<file path="config.mk">
export PLATFORM = sky130hd
export DESIGN_NAME = eco32_core_mpu_erx_wr_arb_flat
export DESIGN_NICKNAME = d
export VERILOG_FILES = /design/src/rtl/eco32_core_mpu_erx_pkg.sv /design/src/rtl/eco32_core_mpu_erx_wr_arb_if.sv /design/src/rtl/eco32_core_mpu_erx_ser.sv /design/src/rtl/eco32_core_mpu_erx_wr_arb.sv /design/src/flat_wrapper.sv
export SDC_FILE = /design/constraint.sdc
export NUM_CORES = 1
export LEC_CHECK = 0
export ABC_AREA = 1
export CORE_ASPECT_RATIO = 1.5
export CORE_UTILIZATION = 25
export CTS_CLUSTER_SIZE = 16
export DETAILED_ROUTE_END_ITERATION = 8
export PLACE_DENSITY_LB_ADDON = 0.25
export SKIP_CTS_REPAIR_TIMING = 1
export SYNTH_ARGS = -nofsm -noshare
export SYNTH_HDL_FRONTEND = slang
export SYNTH_SLANG_ARGS = --single-unit
</file>
<file path="constraint.sdc">
create_clock -name clk -period 3.73 [get_ports clk]
set_input_delay 0.5595 -clock clk [delete_from_list [all_inputs] [get_ports clk]]
set_output_delay 0.5595 -clock clk [all_outputs]
set_load 0.05 [all_outputs]
</file>
<file path="src/rtl/eco32_core_mpu_erx_pkg.sv">
// Shared definitions for the MPU extended-register-file (erx) write path.
// Holds the serial write-bus geometry, the idle bus word, the arbiter
// state encoding and the helper that packs one write into a 9-byte frame.
package eco32_core_mpu_erx_pkg;

  localparam int ERX_FRAME_BEATS = 9;
  localparam int ERX_BUS_W       = 9;
  localparam int ERX_TAG_BIT     = 8;
  localparam int ERX_ADDR_W      = 4;
  localparam int ERX_DATA_W      = 64;
  localparam int ERX_FRAME_W     = ERX_FRAME_BEATS * 8;

  localparam logic [ERX_BUS_W-1:0] ERX_IDLE_WORD = 9'h000;

  typedef enum logic {
    ST_IDLE,
    ST_SHIFT
  } erx_arb_state_e;

  // Frame layout, LSB byte goes out first:
  //   bytes 0..7 = data, byte 8 = {3'b000, tid, addr} (sent with the tag bit)
  function automatic logic [ERX_FRAME_W-1:0] erx_pack_frame(
    input logic                  tid,
    input logic [ERX_ADDR_W-1:0] addr,
    input logic [ERX_DATA_W-1:0] data
  );
    return {3'b000, tid, addr, data};
  endfunction

endpackage

</file>
<file path="src/rtl/eco32_core_mpu_erx_wr_arb_if.sv">
// One erx write requester channel.
//   stb  : request, held together with the payload until ack
//   ack  : payload captured this cycle (combinational from the arbiter)
//   tid  : thread id
//   addr : erx register index
//   data : 64-bit write data
// master = requester side, slave = arbiter side.
interface eco32_core_mpu_erx_wr_arb_if;
  import eco32_core_mpu_erx_pkg::*;

  logic                  stb;
  logic                  ack;
  logic                  tid;
  logic [ERX_ADDR_W-1:0] addr;
  logic [ERX_DATA_W-1:0] data;

  modport master (output stb, output tid, output addr, output data, input ack);
  modport slave  (input stb, input tid, input addr, input data, output ack);

endinterface

</file>
<file path="src/rtl/eco32_core_mpu_erx_ser.sv">
// Frame serialiser for the erx write bus.
// Ports:
//   clk, rst : clock, asynchronous active-high reset
//   load     : capture frame; beat 0 goes on wr_bus next cycle
//   adv      : a frame is in flight, step to the next beat
//   frame    : packed 72-bit frame (see erx_pack_frame)
//   wr_bus   : registered bus word, bit 8 = frame-end tag
//   last     : beat 8 (the tag beat) is on wr_bus this cycle
module eco32_core_mpu_erx_ser
  import eco32_core_mpu_erx_pkg::*;
#(
  parameter bit FORCE_RST = 1'b0
) (
  input  logic                   clk,
  input  logic                   rst,
  input  logic                   load,
  input  logic                   adv,
  input  logic [ERX_FRAME_W-1:0] frame,
  output logic [ERX_BUS_W-1:0]   wr_bus,
  output logic                   last
);

  logic [3:0]               cnt_q;
  // Beats not yet on the bus; byte 0 always holds the next one to send.
  logic [ERX_FRAME_W-9:0]   sr_q;
  logic [ERX_FRAME_W-9:0]   sr_d;

  assign last = (cnt_q == 4'd8);

  always_comb begin
    sr_d = sr_q;
    if (load) begin
      sr_d = frame[ERX_FRAME_W-1:8];
    end else if (adv) begin
      sr_d = {8'h00, sr_q[ERX_FRAME_W-9:8]};
    end
  end

  // A new load wins over finishing the previous frame, so frames abut.
  always_ff @(posedge clk or posedge rst) begin
    if (rst) begin
      cnt_q  <= 4'd0;
      wr_bus <= ERX_IDLE_WORD;
    end else if (load) begin
      cnt_q  <= 4'd0;
      wr_bus <= {1'b0, frame[7:0]};
    end else if (adv) begin
      if (last) begin
        cnt_q  <= 4'd0;
        wr_bus <= ERX_IDLE_WORD;
      end else begin
        cnt_q  <= cnt_q + 4'd1;
        wr_bus <= {(cnt_q == 4'd7), sr_q[7:0]};
      end
    end
  end

  if (FORCE_RST) begin : g_sr_rst
    always_ff @(posedge clk or posedge rst) begin
      if (rst) begin
        sr_q <= '0;
      end else begin
        sr_q <= sr_d;
      end
    end
  end else begin : g_sr
    always_ff @(posedge clk) begin
      sr_q <= sr_d;
    end
  end

endmodule

</file>
<file path="src/rtl/eco32_core_mpu_erx_wr_arb.sv">
// Round-robin write arbiter for the erx 9-bit serial write bus.
// Two requesters (req0 = exception/trap unit, req1 = MSR write path) share
// the bus; one 64-bit write is captured per grant and sent as a 9-beat
// frame. A read-hazard compare flags {tid,addr} writes not yet visible at
// the erx read port.
// Ports:
//   clk, rst        : clock, asynchronous active-high reset
//   req0, req1      : requester channels (slave side)
//   wr_bus          : serial erx write bus, bit 8 = frame-end tag
//   busy            : a frame beat is on wr_bus
//   hz_tid, hz_addr : read-side register to check
//   hz_hit          : a write to {hz_tid,hz_addr} is still in flight
module eco32_core_mpu_erx_wr_arb
  import eco32_core_mpu_erx_pkg::*;
#(
  parameter bit FORCE_RST = 1'b0
) (
  input  logic                  clk,
  input  logic                  rst,
  eco32_core_mpu_erx_wr_arb_if.slave req0,
  eco32_core_mpu_erx_wr_arb_if.slave req1,
  output logic [ERX_BUS_W-1:0]  wr_bus,
  output logic                  busy,
  input  logic                  hz_tid,
  input  logic [ERX_ADDR_W-1:0] hz_addr,
  output logic                  hz_hit
);

  erx_arb_state_e          state_q;
  erx_arb_state_e          state_d;
  logic                    rr_q;      // 0: req0 wins a tie, 1: req1 wins
  logic                    ready;
  logic                    gnt0;
  logic                    gnt1;
  logic                    load;
  logic                    last;
  logic                    last_beat;

  logic                    cap_tid;
  logic [ERX_ADDR_W-1:0]   cap_addr;
  logic [ERX_DATA_W-1:0]   cap_data;
  logic [ERX_FRAME_W-1:0]  frame;

  // Entry A tracks the frame on the bus, entry B the erx write-tag stage.
  logic                    a_vld_q;
  logic                    a_tid_q;
  logic [ERX_ADDR_W-1:0]   a_addr_q;
  logic [1:0]              b_cnt_q;
  logic                    b_tid_q;
  logic [ERX_ADDR_W-1:0]   b_addr_q;

  always_comb begin
    state_d = state_q;
    ready   = 1'b0;
    gnt0    = 1'b0;
    gnt1    = 1'b0;
    // Capturing during the tag beat lets the next frame start without a gap.
    ready   = (state_q == ST_IDLE) || last_beat;
    if (ready) begin
      gnt0 = req0.stb && (!req1.stb || !rr_q);
      gnt1 = req1.stb && (!req0.stb ||  rr_q);
    end
    case (state_q)
      ST_IDLE:  if (gnt0 || gnt1) state_d = ST_SHIFT;
      ST_SHIFT: if (last_beat && !(gnt0 || gnt1)) state_d = ST_IDLE;
      default:  state_d = ST_IDLE;
    endcase
  end

  always_ff @(posedge clk or posedge rst) begin
    if (rst) begin
      state_q <= ST_IDLE;
      rr_q    <= 1'b0;
    end else begin
      state_q <= state_d;
      if (gnt0) begin
        rr_q <= 1'b1;
      end else if (gnt1) begin
        rr_q <= 1'b0;
      end
    end
  end

  assign req0.ack  = gnt0;
  assign req1.ack  = gnt1;
  assign load      = gnt0 || gnt1;
  assign busy      = (state_q == ST_SHIFT);
  assign last_beat = busy && last;

  assign cap_tid  = gnt1 ? req1.tid  : req0.tid;
  assign cap_addr = gnt1 ? req1.addr : req0.addr;
  assign cap_data = gnt1 ? req1.data : req0.data;
  assign frame    = erx_pack_frame(cap_tid, cap_addr, cap_data);

  eco32_core_mpu_erx_ser #(
    .FORCE_RST (FORCE_RST)
  ) u_ser (
    .clk    (clk),
    .rst    (rst),
    .load   (load),
    .adv    (busy),
    .frame  (frame),
    .wr_bus (wr_bus),
    .last   (last)
  );

  // B stays valid for the two cycles after the tag beat (tag register stage
  // plus the erx write edge); A hands over to B as its frame completes.
  always_ff @(posedge clk or posedge rst) begin
    if (rst) begin
      a_vld_q <= 1'b0;
      b_cnt_q <= 2'd0;
    end else begin
      if (load) begin
        a_vld_q <= 1'b1;
      end else if (last_beat) begin
        a_vld_q <= 1'b0;
      end
      if (last_beat) begin
        b_cnt_q <= 2'd2;
      end else if (b_cnt_q != 2'd0) begin
        b_cnt_q <= b_cnt_q - 2'd1;
      end
    end
  end

  always_ff @(posedge clk) begin
    if (load) begin
      a_tid_q  <= cap_tid;
      a_addr_q <= cap_addr;
    end
    if (last_beat) begin
      b_tid_q  <= a_tid_q;
      b_addr_q <= a_addr_q;
    end
  end

  assign hz_hit = (a_vld_q && ({a_tid_q, a_addr_q} == {hz_tid, hz_addr})) ||
                  ((b_cnt_q != 2'd0) && ({b_tid_q, b_addr_q} == {hz_tid, hz_addr}));

endmodule

</file>
<file path="src/flat_wrapper.sv">
// flat-port wrapper written by rule: the top's interface ports become plain ports
module eco32_core_mpu_erx_wr_arb_flat import eco32_core_mpu_erx_pkg::*;
#(
  parameter bit FORCE_RST = 1'b0
)
  (clk, rst, wr_bus, busy, hz_tid, hz_addr, hz_hit, req0_stb, req0_tid, req0_addr, req0_data, req0_ack, req1_stb, req1_tid, req1_addr, req1_data, req1_ack);
  eco32_core_mpu_erx_wr_arb_if req0_i ();
  eco32_core_mpu_erx_wr_arb_if req1_i ();
  input  logic clk;
  input  logic rst;
  output logic [ERX_BUS_W-1:0] wr_bus;
  output logic busy;
  input  logic hz_tid;
  input  logic [ERX_ADDR_W-1:0] hz_addr;
  output logic hz_hit;
  input wire logic [$bits(req0_i.stb)-1:0] req0_stb;
  input wire logic [$bits(req0_i.tid)-1:0] req0_tid;
  input wire logic [$bits(req0_i.addr)-1:0] req0_addr;
  input wire logic [$bits(req0_i.data)-1:0] req0_data;
  output wire logic [$bits(req0_i.ack)-1:0] req0_ack;
  input wire logic [$bits(req1_i.stb)-1:0] req1_stb;
  input wire logic [$bits(req1_i.tid)-1:0] req1_tid;
  input wire logic [$bits(req1_i.addr)-1:0] req1_addr;
  input wire logic [$bits(req1_i.data)-1:0] req1_data;
  output wire logic [$bits(req1_i.ack)-1:0] req1_ack;
  assign req0_i.stb = req0_stb;
  assign req0_i.tid = req0_tid;
  assign req0_i.addr = req0_addr;
  assign req0_i.data = req0_data;
  assign req0_ack = req0_i.ack;
  assign req1_i.stb = req1_stb;
  assign req1_i.tid = req1_tid;
  assign req1_i.addr = req1_addr;
  assign req1_i.data = req1_data;
  assign req1_ack = req1_i.ack;
  eco32_core_mpu_erx_wr_arb #(.FORCE_RST(FORCE_RST)) u_core (.clk(clk), .rst(rst), .req0(req0_i), .req1(req1_i), .wr_bus(wr_bus), .busy(busy), .hz_tid(hz_tid), .hz_addr(hz_addr), .hz_hit(hz_hit));
endmodule
</file>
==> flow_summary.yaml, run 1 <==
run_status:
  status: "finished clean"
die:
  die_w_um: 113
  coreArea_um2: 18000
  pin_count: 160
  fp.dieH_um: 168
  num_rows: 60
  start_util_pct: 25.6
  die-area_um2: 19000
critical_path:
  timing.critical_path.required_ns: 3.17
  critPathKind: "input pin to output pin"
  worstPathCellList: "clkdlybuf4s50_1 > or2_2 > a21oi_1 > nand3_1 > o21ai_0 > clkdlybuf4s50_1"
  cpLargestDelayFamily: "buffers and inverters"
  crit_path_start_kind: "input pin"
  cp_num_buf_inv: 2
  crit_top_cell: "clkdlybuf4s50_1"
  endpoint_kind: "output pin"
  crit_arrival_ns: 2.49
  critPathMaxStageDelay_ns: 0.82
  cp_max_fo: 4
  crit_slowest_cell: "clkdlybuf4s50_1"
logic_synthesis:
  yosysUniqueCellTypes: 26
  synth_top_family_by_area: "simple AND/OR/NAND/NOR gates"
  seq_area_frac_synth_pct: 56.1
  syn_nets: 673
  synth-simple-area-share_pct: 16.8
  synth_area_um2: 4610
  avgSynthCellArea_um2: 8.81
  synth_compound_area_share_pct: 16.7
  synthMuxAreaShare_pct: 0
  synth-xor-area-share_pct: 1.14
  postSynthCellCount: 523
  synthAdderAreaFrac_pct: 0.815
  yosysWarnings: 0
  ys_seq_elements: 89
sta:
  holdWs_ns: 0.459
  drv_slew: 0
  setup_violations: 0
  finalCritPeriodShare_pct: 81.8
  worstMarginPinSlew_ns: 0.715
  post-route-min-period_ns: 3.05
  hold_viol_final: 0
  max_freq_mhz: 328
  skew_ns: 0.00706
  setup_tns_ns: 0
  slew_headroom_pct: 52.3
  rsz0062_at_grt: "no"
clock_tree:
  tritoncts: "built"
  cts.sinks: 89
  cts_root_buf: "clkbuf_16"
  clk_pin_slew_ns: 0.06
  h-tree-depth: 3
  clk_path_buf_depth: 2
  clk_latency_ns: 0.33
  numCtsBuffers: 9
placement:
  gp_congestion: 0.813
  place_hpwl_mm: 9.34
  io_buffers: 159
route:
  drt_iter0_markers: 184
  antenna_left: 0
  first_pass_iters: 4
  drc_errors: 0
  vias: 4039
  routed_wl_mm: 13.0
  vias_per_cell: 4.54
  wl_per_cell_um: 14.6
flow_run:
  max_cap_violations: 0
global_route:
  track_usage_pct: 13.4
  grt_pass1_wl_mm: 19.8
  grt_start_max_net_pins: 72
  antenna_found_initial: 1
  overflow: 0
  first_global_vias: 4027
cells_and_area:
  fin_nets: 817
  final_cell_mix: "158 x clkdlybuf4s50_1, 86 x nor2_1, 82 x o21ai_0"
  syn2layout_area_growth_pct: 45.3
  drive_above_1_share_pct: 4.32
  final_common_cell: "clkdlybuf4s50_1"
  utilization_pct: 37.2
  fillers: 1853
power:
  irDropWorstVdd_v: 0.000444
  power.density_nw_per_um2: 743
  p_leak_nw: 2.69
hold_path:
  hold_class: "flop to flop"
-- logic make-up after synthesis --
| family | Yosys count |
|---|---|
| simple gates | 192 |
| xor+xnor | 6 |
| compound gates | 149 |
| flops | 89 |
| fa+ha+maj | 3 |
| buf+inv | 84 |
-- where the power goes --
| part | internal, W | switching, W | leakage [nW] |
|---|---|---|---|
| sequential | 0.00176 | 0.000176 | 0.968 |
| clock | 0.000586 | 0.000363 | 0.147 |
| combinational | 0.000732 | 0.00136 | 1.58 |
-- final timing paths --
| path | startpoint | to | slack [ns] | cells after the start |
|---|---|---|---|---|
| max in group asynchronous | rst | u_core.u_ser.wr_bus[7] | 2.62 | 2 |
| setup / recovery | hz_addr[3] | hz_hit | 0.68 | 6 |
| hold reg to reg | u_core.a_addr_q[2] | u_core.b_addr_q[2] | 0.46 | 0 |
| min in group asynchronous | rst | u_core.rr_q | 0.65 | 2 |
| hold / removal | u_core.a_addr_q[2] | u_core.b_addr_q[2] | 0.46 | 0 |
| setup reg to reg | u_core.u_ser.cnt_q[0] | u_core.u_ser.sr_q[6] | 1.40 | 8 |
-- through the flow --
step                      area [um2]  worst slack, ns  total power, W  instances
after floorplan                 4610             1.04         0.00336        523
after global placement          6380            0.653         0.00403        873
after detailed placement        6380            0.652         0.00408        873
after CTS                       6690            0.654         0.00505        889
after global routing            6690            0.610         0.00534        890
final                           6690            0.679         0.00497        890
-- cell type report --
cell class                      count  area, um2  area share, %
Antenna cell                        1       2.50         0.0374
Clock buffer                       11        233           3.48
Sequential cell                    89       2580           38.6
Inverter                           53        199           2.97
Timing Repair Buffer              164       1680           25.0
Tap cell                          217        272           4.06
Multi-Input combinational cell    350       1650           24.6
Clock inverter                      5       80.1           1.20
-- flip-flops by register name, summed over array words and instances, names as in the netlist, 2 cells and up --
signal               flops
u_core.a_addr_q          4
u_core.b_addr_q          4
u_core.b_cnt_q           2
u_core.u_ser.cnt_q       4
u_core.u_ser.sr_q       61
u_core.u_ser.wr_bus      9
-- cell usage after synthesis, drive strengths merged --
cell,number,area share [%]
o21ai,131,14
nor2,86,7.0
nand2,81,6.9
edfxtp,71,46
inv,53,4.3
nand3,23,2.6
buf,19,3.2
dfrtp,18,9.8
a21oi,14,1.5
clkbuf,12,1.0
xor2,5,0.95
ha,3,0.82
o22ai,2,0.27
a21boi,1,0.41
nor3,1,0.11
o31ai,1,0.16
or2,1,0.14
xnor2,1,0.19
-- routing by layer --
metal	up-vias	share of wire, %	GRT usage, %
met5	-	0	0
met4	0	2.2	5.57
met3	12	4.9	2.56
met2	132	53	25.1
met1	1863	40	14.6
li1	2032	-	-
Note: power is estimated with default switching activity, not from simulation.
==> run 2, diff against run 1 <==
==> constraint.sdc (replaced) <==
create_clock -name clk -period 2.7 [get_ports clk]
set_input_delay 0.405 -clock clk [delete_from_list [all_inputs] [get_ports clk]]
set_output_delay 0.405 -clock clk [all_outputs]
set_load 0.05 [all_outputs]
==> run 2 against run 1 <==
Critical path depth did not move; sequential cell count did not move; largest cell class unchanged; largest power group unchanged; critical path type unchanged; utilization rose by 0.36 points; sequential power rose by 38%; count of clock-buffer cells in the layout fell by 2; die area did not move; worst setup slack got worse by 0.28 ns; sequential share of layout area fell by 0.37 points; hold slack improved by 0.0032 ns; via count rose by 0.94%; highest routed layer unchanged.
==> flow_summary.yaml, run 2 (same netlist as run 1, synthesis figures left out) <==
global_route:
  track_usage_pct: 14.1
  overflow: 0
  first_global_vias: 4219
  grt_pass1_wl_mm: 20.6
  antenna_found_initial: 0
  grt_start_max_net_pins: 47
cells_and_area:
  fin_nets: 824
  syn2layout_area_growth_pct: 46.8
  instances_no_fill: 896
  fillers: 1812
  registers.top_by_ff_count: "u_core.u_ser.sr_q"
  regArea_um2: 2580
  largest_registers: "u_core.u_ser.sr_q x61, u_core.u_ser.wr_bus x9"
  utilization_pct: 37.5
  largest_reg_flops: 61
  multi_input_area_um2: 1650
  diodes: 0
  final_cell_mix: "156 x clkdlybuf4s50_1, 86 x nor2_1, 82 x o21ai_0"
  drive_above_1_share_pct: 6.04
  final_common_cell: "clkdlybuf4s50_1"
clock_tree:
  clk_pin_slew_ns: 0.07
  clk_path_buf_depth: 2
  tritoncts: "built"
  numCtsBuffers: 9
  cts_root_buf: "clkbuf_16"
  cts.sinks: 89
  h-tree-depth: 3
  clk_latency_ns: 0.35
placement:
  dp_cells: 880
  place_hpwl_mm: 9.87
  io_buffers: 159
  preCtsSetupSlack_ns: 0.396
  gp_congestion: 0.798
critical_path:
  timing.critical_path.required_ns: 2.30
  endpoint_kind: "output pin"
  crit_slowest_cell: "clkdlybuf4s50_1"
  critPathMaxStageDelay_ns: 0.45
  cpLargestDelayFamily: "buffers and inverters"
  r2r-start: "u_core.u_ser.cnt_q[0]"
  critPathKind: "input pin to output pin"
  crit_arrival_ns: 1.89
  cp_max_fo: 4
  crit_path_start_kind: "input pin"
  worstPathCellList: "clkdlybuf4s50_1 > or2_2 > a21oi_1 > nand3_1 > o21ai_0 > buf_12"
  critPathLaunch: "hz_addr[3]"
  cp_num_buf_inv: 2
sta:
  finalCritPeriodShare_pct: 85.1
  setup_tns_ns: 0
  skew_ns: 0.0127
  hold_viol_final: 0
  slew_headroom_pct: 50.9
  setup_violations: 0
  drv_slew: 0
  max_freq_mhz: 435
  holdWs_ns: 0.462
  post-route-min-period_ns: 2.30
  worstMarginPinSlew_ns: 0.736
  worst_slack_ns: 0.404
  rsz0062_at_grt: "no"
die:
  fp.dieH_um: 168
  start_util_pct: 25.6
  die-area_um2: 19000
  die_w_um: 113
  num_rows: 60
  coreArea_um2: 18000
  pin_count: 160
route:
  antenna_left: 0
  drc_errors: 0
  vias_per_cell: 4.55
  vias: 4077
  wl_per_cell_um: 15.0
  first_pass_iters: 4
  drt_iter0_markers: 216
  routed_wl_mm: 13.4
hold_path:
  hold_class: "flop to flop"
  worstHoldStart: "u_core.a_tid_q"
flow_run:
  max_cap_violations: 0
power:
  irDropWorstVdd_v: 0.000524
  power.density_nw_per_um2: 1020
  p_leak_nw: 2.74
run_status:
  status: "finished clean"
-- run 2: cell types whose count changed in the layout (fill, tap and decap cells not counted), sizes merged --
cell,before,now
buf,6,15
bufinv,2,0
clkbuf,11,9
clkdlybuf4s50,158,156
clkinv,2,1
diode,1,0
inv,53,58
-- run 2: worst reg2reg max path, delay by kind of cell (launching register included) --
family | cells | cell delay, ns
buffers and inverters | 2 | 0.38
adder cells (fa/ha/maj) | 1 | 0.17
flip-flops | 1 | 0.40
AND/OR/NAND/NOR | 3 | 0.45
AO/OA/AOI/OAI | 2 | 0.42
-- run 2: worst paths after layout --
check | slack (ns) | cells past startpoint | endpoint
worst max-delay path | 0.40 | 6 | hz_hit
worst min-delay path | 0.46 | 0 | u_core.b_tid_q
worst max register to register | 0.64 | 8 | u_core.u_ser.sr_q[8]
worst min register to register | 0.46 | 0 | u_core.b_tid_q
max in group asynchronous | 1.74 | 2 | u_core.u_ser.wr_bus[6]
min in group asynchronous | 0.49 | 2 | u_core.b_cnt_q[0]
-- run 2: per-stage QoR --
stage | total power, W | area [um2]
3_5_place_dp | 0.00571 | 6460
6_report | 0.00690 | 6760
5_1_grt | 0.00739 | 6760
4_1_cts | 0.00699 | 6760
3_3_place_gp | 0.00563 | 6460
2_1_floorplan | 0.00464 | 4610
-- run 2: layout make-up --
class / count / share of cell area (%)
flip-flops and latches: 89 / 38.2
multi-input cells: 350 / 24.4
well taps: 217 / 4.02
inverters: 53 / 2.94
clock buffers: 9 / 3.33
clock inverters: 7 / 1.04
repair buffers: 171 / 26.1
-- run 2: routing by layer --
metal | track usage, % | wire length [um] | vias up
met5 | 0 | 0 | -
met4 | 7.19 | 372 | 0
met3 | 2.56 | 819 | 19
met2 | 26.2 | 7140 | 146
met1 | 15.0 | 5100 | 1862
li1 | - | - | 2050
-- run 2: where the power goes --
group          switching [W]  leakage [nW]  internal (W)  total (W)
sequential          0.000250         0.968       0.00242    0.00267
clock               0.000601         0.144      0.000656    0.00126
combinational        0.00187          1.63       0.00110    0.00297
